## config.mk

```make
export PLATFORM = sky130hd
export DESIGN_NAME = inst_fetch_bridge
export DESIGN_NICKNAME = d
export VERILOG_FILES = /design/src/rtl/inst_fetch_bridge.sv
export SDC_FILE = /design/constraint.sdc
export NUM_CORES = 1
export LEC_CHECK = 0
export CORE_ASPECT_RATIO = 0.8
export CORE_MARGIN = 1.5
export CORE_UTILIZATION = 35
export CTS_BUF_LIST = sky130_fd_sc_hd__clkbuf_8
export DETAILED_ROUTE_END_ITERATION = 10
export DONT_BUFFER_PORTS = 1
export GPL_ROUTABILITY_DRIVEN = 0
export PLACE_DENSITY = 0.62
export SETUP_SLACK_MARGIN = 0.3
export SYNTH_ARGS = -nofsm -noshare
export SYNTH_HDL_FRONTEND = slang
export SYNTH_SLANG_ARGS = --single-unit
```

## constraint.sdc

```tcl
create_clock -name clk -period 4.5 [get_ports clk]
set_clock_uncertainty 0.2 [all_clocks]
set_input_delay 0.45 -clock clk [delete_from_list [all_inputs] [get_ports clk]]
set_output_delay 0.45 -clock clk [all_outputs]
set_load 0.01 [all_outputs]
```

## src/rtl/inst_fetch_bridge.sv

```systemverilog
// Instruction-fetch bridge: a sequential prefetch FIFO between the core fetch port and a
// req/ack instruction memory. The core is stalled on misses, and redirects flush the FIFO.
module inst_fetch_bridge #(
    parameter int ADDR_W    = 32,
    parameter int DATA_W    = 32,
    parameter int DEPTH     = 4,
    parameter int ADDR_STEP = 4
) (
    input  logic              clk,
    input  logic              rst,
    input  logic              cpu_ce_i,
    input  logic [ADDR_W-1:0] cpu_addr_i,
    input  logic              cpu_hold_i,
    output logic [DATA_W-1:0] cpu_inst_o,
    output logic              cpu_stall_o,
    output logic              mem_req_o,
    output logic [ADDR_W-1:0] mem_addr_o,
    input  logic              mem_ack_i,
    input  logic [DATA_W-1:0] mem_data_i
);

    localparam int PW = (DEPTH > 1) ? $clog2(DEPTH) : 1;
    localparam int CW = PW + 1;
    localparam logic [ADDR_W-1:0] STEP    = ADDR_W'(ADDR_STEP);
    localparam logic [CW-1:0]     DEPTH_C = CW'(DEPTH);

    typedef enum logic [0:0] {ST_IDLE = 1'b0, ST_REQ = 1'b1} state_t;

    state_t            state_r, state_s;
    logic [ADDR_W-1:0] buf_addr_r [DEPTH];
    logic [DATA_W-1:0] buf_data_r [DEPTH];
    logic [PW-1:0]     head_r, head_s, wr_idx_s;
    logic [CW-1:0]     count_r, count_s;
    logic [ADDR_W-1:0] fetch_ptr_r, fetch_ptr_s, ptr_base_s;
    logic [ADDR_W-1:0] mem_addr_r, mem_addr_s;
    logic              ptr_valid_r, ptr_valid_s;
    logic              discard_r, discard_s;
    logic              hit_s, pop_s, flush_s, ack_s, same_s, push_s, can_issue_s;

    assign mem_req_o  = (state_r == ST_REQ);
    assign mem_addr_o = mem_addr_r;

    // Head-of-FIFO hit detection and the combinational core-facing outputs
    always_comb begin
        hit_s       = cpu_ce_i && (count_r != CW'(0)) && (buf_addr_r[head_r] == cpu_addr_i);
        cpu_inst_o  = {DATA_W{1'b0}};
        cpu_stall_o = 1'b0;
        if (!rst) begin
            cpu_inst_o  = {DATA_W{1'b0}};
            cpu_stall_o = 1'b0;
        end else if (hit_s) begin
            cpu_inst_o  = buf_data_r[head_r];
            cpu_stall_o = 1'b0;
        end else begin
            cpu_inst_o  = {DATA_W{1'b0}};
            cpu_stall_o = cpu_ce_i;
        end
    end

    // FIFO bookkeeping, fetch pointer and request FSM next-state
    always_comb begin
        ack_s   = (state_r == ST_REQ) && mem_ack_i;
        same_s  = (state_r == ST_REQ) && (mem_addr_r == cpu_addr_i);
        flush_s = cpu_ce_i && !hit_s;
        pop_s   = hit_s && !cpu_hold_i;
        head_s      = head_r;
        count_s     = count_r;
        ptr_base_s  = fetch_ptr_r;
        ptr_valid_s = ptr_valid_r;
        state_s     = state_r;
        mem_addr_s  = mem_addr_r;
        fetch_ptr_s = fetch_ptr_r;
        // A redirect keeps the in-flight word only when it is exactly the new target
        if (flush_s) begin
            push_s = ack_s && same_s;
        end else begin
            push_s = ack_s && !discard_r;
        end
        if (flush_s) begin
            count_s     = CW'(0);
            ptr_base_s  = same_s ? (cpu_addr_i + STEP) : cpu_addr_i;
            ptr_valid_s = 1'b1;
        end else if (pop_s) begin
            head_s  = head_r + PW'(1'b1);
            count_s = count_r - CW'(1'b1);
        end else begin
            count_s = count_r;
        end
        wr_idx_s = head_s + count_s[PW-1:0];
        if (push_s) begin
            count_s = count_s + CW'(1'b1);
        end else begin
            count_s = count_s;
        end
        if (ack_s) begin
            discard_s = 1'b0;
        end else if (flush_s && (state_r == ST_REQ)) begin
            discard_s = !same_s;
        end else begin
            discard_s = discard_r;
        end
        can_issue_s = ptr_valid_s && (count_s < DEPTH_C);
        case (state_r)
            ST_IDLE, ST_REQ: begin
                if (((state_r == ST_IDLE) || ack_s) && can_issue_s) begin
                    state_s     = ST_REQ;
                    mem_addr_s  = ptr_base_s;
                    fetch_ptr_s = ptr_base_s + STEP;
                end else if (ack_s) begin
                    state_s     = ST_IDLE;
                    fetch_ptr_s = ptr_base_s;
                end else begin
                    state_s     = state_r;
                    fetch_ptr_s = ptr_base_s;
                end
            end
            default: begin
                state_s     = ST_IDLE;
                fetch_ptr_s = ptr_base_s;
            end
        endcase
    end

    // Control state registers
    always_ff @(posedge clk or negedge rst) begin
        if (!rst) begin
            state_r     <= ST_IDLE;
            head_r      <= {PW{1'b0}};
            count_r     <= {CW{1'b0}};
            fetch_ptr_r <= {ADDR_W{1'b0}};
            mem_addr_r  <= {ADDR_W{1'b0}};
            ptr_valid_r <= 1'b0;
            discard_r   <= 1'b0;
        end else begin
            state_r     <= state_s;
            head_r      <= head_s;
            count_r     <= count_s;
            fetch_ptr_r <= fetch_ptr_s;
            mem_addr_r  <= mem_addr_s;
            ptr_valid_r <= ptr_valid_s;
            discard_r   <= discard_s;
        end
    end

    // Prefetch FIFO storage
    always_ff @(posedge clk or negedge rst) begin
        if (!rst) begin
            for (int i = 0; i < DEPTH; i++) begin
                buf_addr_r[i] <= {ADDR_W{1'b0}};
                buf_data_r[i] <= {DATA_W{1'b0}};
            end
        end else if (push_s) begin
            buf_addr_r[wr_idx_s] <= mem_addr_r;
            buf_data_r[wr_idx_s] <= mem_data_i;
        end else begin
            buf_addr_r[wr_idx_s] <= buf_addr_r[wr_idx_s];
        end
    end

endmodule

```

After elaboration in Yosys (flattened, before gate mapping)
Index checks and enable logic that the tools add are counted.
{"block": "totals", "ff_bits": 328, "latch_bits": 0, "mem_bits_rw": 0, "romBits": 0, "inputBits": 69, "n_memories": 0}
{"block": "classes", "addsub": 6, "mul": 0, "div": 0, "order_cmp": 4, "eq_ne": 2, "shift": 0, "muxes": 33, "bitwise": 3, "reduce_logical": 20}
{"operator": "$bwmux W128", "n": 3}
{"operator": "$mux W32", "n": 12}
{"operator": "$bmux W32 S2", "n": 3}
{"operator": "$mux W128", "n": 1}
{"operator": "$add A32 B3 Y32 const B", "n": 2}
{"operator": "$demux W32 S2", "n": 1}
{"operator": "$eq A32 B32 Y1", "n": 2}
{"operator": "$logic_and A1 B1 Y1", "n": 12}
{"operator": "$mux W3", "n": 3}
{"operator": "$mux W1", "n": 8}
{"operator": "$ge A3 B3 Y1 const B", "n": 2}
{"operator": "$not A2 Y3", "n": 2}
{"operator": "$logic_not A1 Y1", "n": 4}
{"operator": "$mux W2", "n": 2}
{"operator": "$reduce_bool A2 Y1", "n": 2}
{"operator": "$add A3 B1 Y3 const B", "n": 1}
{"operator": "$lt A3 B1 Y1 const B", "n": 1}
{"operator": "$lt A3 B3 Y1 const B", "n": 1}
{"operator": "$reduce_bool A3 Y1", "n": 1}
{"operator": "$sub A3 B1 Y3 const B", "n": 1}
{"operator": "$add A2 B1 Y2 const B", "n": 1}
{"operator": "$add A2 B2 Y2", "n": 1}
{"operator": "$logic_or A1 B1 Y1", "n": 1}
{"operator": "$not A1 Y1", "n": 1}

Logic depth before layout (Yosys ltp)
{"block": "depth", "ltp_word": 17, "mapped_depth": 24, "mapped_depth_nobuf": 17}

Worst setup path before layout
No wires, ideal clock.
{"block": "synth_timing", "path_type": "reg-to-reg", "from": "register head_r[0]", "to": "register buf_addr_r[64] in the netlist's numbering", "setup_time_ns": 0.125, "arrival_ns": 4.639, "setup_slack_ns": -0.464, "stages_incl_launch_ff": 23, "n_path_buf": 8, "cell_sequence": "dfrtp_1 buf_6 buf_8 buf_6 buf_4 mux2i_1 xor2_1 a41oi_1 nor2_1 nand4_2 nor2_4 nor2b_1 clkbuf_1 clkbuf_1 clkbuf_1 nor2_1 ha_1 xnor2_1 xnor2_4 xor2_4 nor2_8 buf_12 mux2_4"}
{"block": "synth_between", "elab_chain_cells": 17, "elab_cells_between_ends": 28}
{"element": "from (decl)", "line_no": "32", "text": "logic [PW-1:0] head_r, head_s, wr_idx_s;"}
{"element": "from (signal assigned)", "line_no": "128", "text": "head_r <= {PW{1'b0}};"}
{"element": "from (signal assigned)", "line_no": "136", "text": "head_r <= head_s;"}
{"element": "$not A2 Y3 (not written as such)", "line_no": "45", "text": "hit_s = cpu_ce_i && (count_r != CW'(0)) && (buf_addr_r[head_r] == cpu_addr_i);"}
{"element": "$bmux W32 S2", "line_no": "45"}
{"element": "$mux W32 (not written as such) (2 in series)", "line_no": "45"}
{"element": "$eq A32 B32 Y1", "line_no": "45"}
{"element": "$logic_and A1 B1 Y1", "line_no": "45"}
{"element": "$logic_and A1 B1 Y1 / $logic_not A1 Y1 (equally long branches)", "line_no": "65, 64"}
{"element": "$mux W2 (tied with other cells)", "line_no": "83", "text": "end else if (pop_s) begin"}
{"element": "$mux W2 / $mux W3 (equally long branches)", "line_no": "79", "text": "if (flush_s) begin"}
{"element": "$add A2 B2 Y2", "line_no": "89", "text": "wr_idx_s = head_s + count_s[PW-1:0];"}
{"element": "$not A2 Y3 (not written as such)", "line_no": "153, 156"}
{"element": "$ge A3 B3 Y1 (not written as such) / $lt A3 B1 Y1 (equally long branches)", "line_no": "153, 156"}
{"element": "$logic_and A1 B1 Y1 (not written as such)", "line_no": "153, 156"}
{"element": "$mux W32 (not written as such)", "line_no": "153, 156"}
{"element": "$demux W32 S2", "line_no": "153, 156"}
{"element": "$bwmux W128 (on tied branches)", "line_no": "156, 153"}
{"element": "$mux W128 *", "line_no": "152", "text": "end else if (push_s) begin"}
{"element": "to (signal, indexed assignment)", "line_no": "149", "text": "buf_addr_r[i] <= {ADDR_W{1'b0}};"}
{"element": "to (signal, indexed assignment)", "line_no": "153", "text": "buf_addr_r[wr_idx_s] <= mem_addr_r;"}
{"element": "to (signal, indexed assignment)", "line_no": "156", "text": "buf_addr_r[wr_idx_s] <= buf_addr_r[wr_idx_s];"}
{"element": "to (decl)", "line_no": "30", "text": "logic [ADDR_W-1:0] buf_addr_r [DEPTH];"}
Every way passes the cells marked *; elsewhere a longest branch is shown, timed or not. The select of a mux whose other input is x is not followed.
A chain may end at the register's enable or synchronous reset.

Final worst setup path
{"block": "layout_timing", "from": "register head_r[0]", "to": "register fetch_ptr_r[27]"}
{"block": "layout_between", "elab_chain_cells": 15, "elab_cells_between_ends": 21}
{"element": "$not A2 Y3 (not written as such) *", "line_no": "45"}
{"element": "$bmux W32 S2 *", "line_no": "45"}
{"element": "$mux W32 (not written as such) * (2 in series)", "line_no": "45"}
{"element": "$eq A32 B32 Y1 *", "line_no": "45"}
{"element": "$logic_and A1 B1 Y1 *", "line_no": "45"}
{"element": "$logic_and A1 B1 Y1 / $logic_not A1 Y1 (equally long branches)", "line_no": "65, 64"}
{"element": "$mux W3 / $logic_and A1 B1 Y1 (equally long branches)", "line_no": "83, 64"}
{"element": "$mux W3", "line_no": "79"}
{"element": "$add A3 B1 Y3", "line_no": "91", "text": "count_s = count_s + CW'(1'b1);"}
{"element": "$mux W3", "line_no": "90", "text": "if (push_s) begin"}
{"element": "$lt A3 B3 Y1", "line_no": "102", "text": "can_issue_s = ptr_valid_s && (count_s < DEPTH_C);"}
{"element": "$logic_and A1 B1 Y1", "line_no": "102"}
{"element": "$logic_and A1 B1 Y1", "line_no": "105", "text": "if (((state_r == ST_IDLE) || ack_s) && can_issue_s) begin"}
{"element": "$mux W32 *", "line_no": "105"}
{"element": "via fetch_ptr_s[27]", "line_no": "34", "text": "logic [ADDR_W-1:0] fetch_ptr_r, fetch_ptr_s, ptr_base_s;"}
{"element": "to (signal assigned)", "line_no": "130", "text": "fetch_ptr_r <= {ADDR_W{1'b0}};"}
{"element": "to (signal assigned)", "line_no": "138", "text": "fetch_ptr_r <= fetch_ptr_s;"}
{"element": "to (decl)", "line_no": "34"}
Mark *: on every way through the listed nets, which the timed path passes. The rest lies on a longest branch. The select of a mux whose other input is x is not followed.

==> metrics <==
status complete, but fails checks; failing checks negative hold slack, max-slew violations, negative setup slack; Tmin final 4.73 ns; Worst setup EP type register; PwrDens between 300 and 400 nW/um^2; routed vias ~12,000; # rows between 70 and 80; CP Data Required Time a little under 5 ns; GRT Total Usage about a fifth; Crit Path Max Fanout 8; hold_buf cts 55; power share of the clock group between 30% and 40%; commonest non-fill, non-tap cell in the layout dfrtp_1; static leakage around 10 nW; vias per cell roughly 5.3; die height between 200 and 250 um; critical path cell sequence buf_12, buf_4, mux2i_1, o22ai_2, a211o_1, a2111o_1, or2_4, buf_4, nor2_4, nor2b_4, nor2_4, ha_4, and3_4, nand3_4, mux2i_4, buf_12, nor2_4, buf_12, nand4b_1, xor2_1; reg2reg path depth 20; buffers and inverters on the worst path 5; Hold Path Class in2async; Final Util between 40 and 50%; share of layout cells above drive strength 1 46.2%; max cap viols 0; Antenna Cells 0; Sum Neg Setup Slack -55.68 ns; Top Ports 135; deepest clock path buffer count 3; CTS Root Cell clkbuf_8; Seq/Total Area, Yosys 45.3%; largest net degree at the start of global routing between 300 and 400; switching share of power 26.5%; final net count 1,602; Design Area, Final ~23,000 sq um; Post-Route WL ~54,000 um; peak supply drop ~0.19 mV; P&R area growth vs syn 28.6%; internal power between 6 and 7 mW; dpl hpwl between 30,000 and 40,000 um; slack of the critical path -0.225 ns; Gate power share a little under a fifth; 1st-pass router iterations 7; H-tree Lvls 2; Placed Instance Area approximately 20,000 sq um; post-synth cell types 84; DRT iter0 DRCs roughly 1,000; sequential group share of total power between 40% and 50%; Synth Net Count around 1,400; Stages on worst setup path 20; endpoints failing hold 328; # DRC 0; Top FF cell, synth dfrtp_1; Die Wd roughly 260 um; antenna viol nets, final 0; clock sinks between 300 and 400; type of origin of the critical path register; initial antenna violation count 0; critical path data arrival time around 5 ns; CP delay by family, top simple AND/OR/NAND/NOR gates; die area ~53,000 sq um; Synth Cell Area about 18,000 sq um; Core Region 51,100 sq um; Power, Total between 8 and 9 mW; cts bufs inserted 55; synthesized instance count approximately 1,300; critical path type reg2reg; first-pass GRT wire length about 79,000 um; global route overflow 0; clock-pin slew on the worst setup and hold paths ~0.07 ns; max-slew violation count ~140; Starting Density approximately 35%; unrepaired setup endpoints after global routing yes; Synth warnings 0; most frequent cells in the layout dfrtp_1 (325), mux2_4 (271), buf_4 (78); Fin Hold WS -0.700 ns; flop and latch count out of synthesis ~330; final cycle utilization of the critical path 105%; Port Buffers 0; WL per Instance around 24 um; Worst slew margin -22.9%; CTS tree yes; Sw Pwr approximately 2.2 mW; worst skew pair latency 0.66 ns; Max Clk Rate 212 MHz; CP peak stage delay roughly 0.52 ns; Worst Tran Pin Value approximately 1.8 ns; Setup Viol. Count Final 347; number of synthesized flops with an enable pin 0; Syn Area/Cell around 14 sq um; Post-synth ARST share between 90% and 100%; vias in the first global route about 12,000; slowest cell on the critical path dfrtp_4
-- per-layer routing --
metal  global-route usage [%]  wire length (um)  part of all wire (%)  vias up
met3                     6.03              4350                   8.1      106
li1                         -                 -                     -     5212
met1                     27.2             24700                    46     6196
met4                     6.31              1540                   2.9        0
met2                     28.4             23300                    43      421
met5                        0                 0                     0        -
-- cells by family (layout without fill, tap and decap cells) --
family	count (synthesis)	after routing	share of synthesized area (%)
compound gates	105	105	3.97
mux	366	366	30.8
xor+xnor	126	126	6.39
simple gates	295	295	8.98
flops	328	328	45.3
fa+ha+maj	6	6	0.414
buf+inv	107	348	4.15
-- worst reg2reg max path: cells and delay by family (launching register included) --
kind / cells / cell delay (ns)
simple gates: 8 / 1.18
mux: 2 / 0.72
fa+ha+maj: 1 / 0.15
flops: 1 / 0.52
buf+inv: 5 / 0.81
xor+xnor: 1 / 0.19
compound gates: 3 / 0.88
-- state kept, by name, summed over array words and instances, names as in the netlist --
register and cells:
buf_addr_r 128, buf_data_r 128, fetch_ptr_r 32, mem_addr_o 32
count_r 3, head_r 2, discard_r 1, mem_req_o 1
ptr_valid_r 1
-- what timing repair did --
action                     in CTS  in global routing
gates cloned                    8                 13
setup endpoints to repair     351                351
gates resized for setup        93                125
pin swaps                      13                 31
hold endpoints to repair      490                328
setup buffers                  35                 21
-- metrics by stage --
step	std cells	setup WS (ns)
floorplan	1333	-0.0243
global placement	2022	-0.167
finish	2258	-0.225
global route	2258	-0.318
CTS	2224	-0.0828
detailed placement	2022	-0.195
-- Yosys cell counts, types with 3 or more instances --
cell type	count	area, sq um
mux2_1	9	101
mux2i_1	33	330
and2_1	6	37.5
buf_6	15	169
nor2b_1	4	25.0
a31oi_1	6	37.5
nor2_8	4	80.1
o21ai_0	36	180
nor2_1	53	199
xor2_1	54	473
o22ai_1	6	37.5
a41oi_1	3	26.3
ha_1	6	75.1
nand2_1	84	315
nor3b_1	3	22.5
clkbuf_1	42	158
xnor2_1	69	604
nor3_1	13	65.1
nand3b_1	3	22.5
and3_1	41	257
or3_1	5	31.3
buf_12	12	240
nor4_2	5	62.6
nand4_1	16	100
mux2_2	29	327
mux2_4	241	3620
o211ai_1	5	37.5
buf_2	14	70.1
nand4b_1	3	26.3
dfrtp_1	328	8210
nand2b_1	3	18.8
nor4_1	6	37.5
mux4_2	54	1220
buf_4	4	30.0
inv_1	18	67.6
nand3_1	24	120
a21oi_1	16	80.1
-- worst paths after layout --
path	start	to	slack, ns
max in group asynchronous	rst	mem_addr_o[17]	3.26
min reg2reg	ptr_valid_r	ptr_valid_r	0.28
max	head_r[0]	fetch_ptr_r[27]	-0.23
min in group clk	cpu_addr_i[28]	mem_addr_o[28]	0.04
max reg2reg	head_r[0]	fetch_ptr_r[27]	-0.23
min	rst	buf_data_r[19]	-0.70
-- area by class of cell --
| type | count | area, sq um |
|---|---|---|
| clock buffer | 74 | 1020 |
| clock inverter | 30 | 312 |
| fill | 4486 | 27800 |
| inverter | 18 | 72.6 |
| multi-input combinational | 898 | 9990 |
| sequential | 328 | 8220 |
| tap | 684 | 856 |
| timing repair buffer | 226 | 2850 |
-- power groups by stage --
stage,Combinational [mW],Sequential (mW),Clock (mW)
after floorplan,1.00,3.58,0
after global placement,1.28,3.62,0
after detailed placement,1.31,3.63,0
after CTS,1.42,3.59,3.27
after global routing,1.61,3.64,3.39
final,1.52,3.60,3.19
Power figures use the tool's default switching activity.
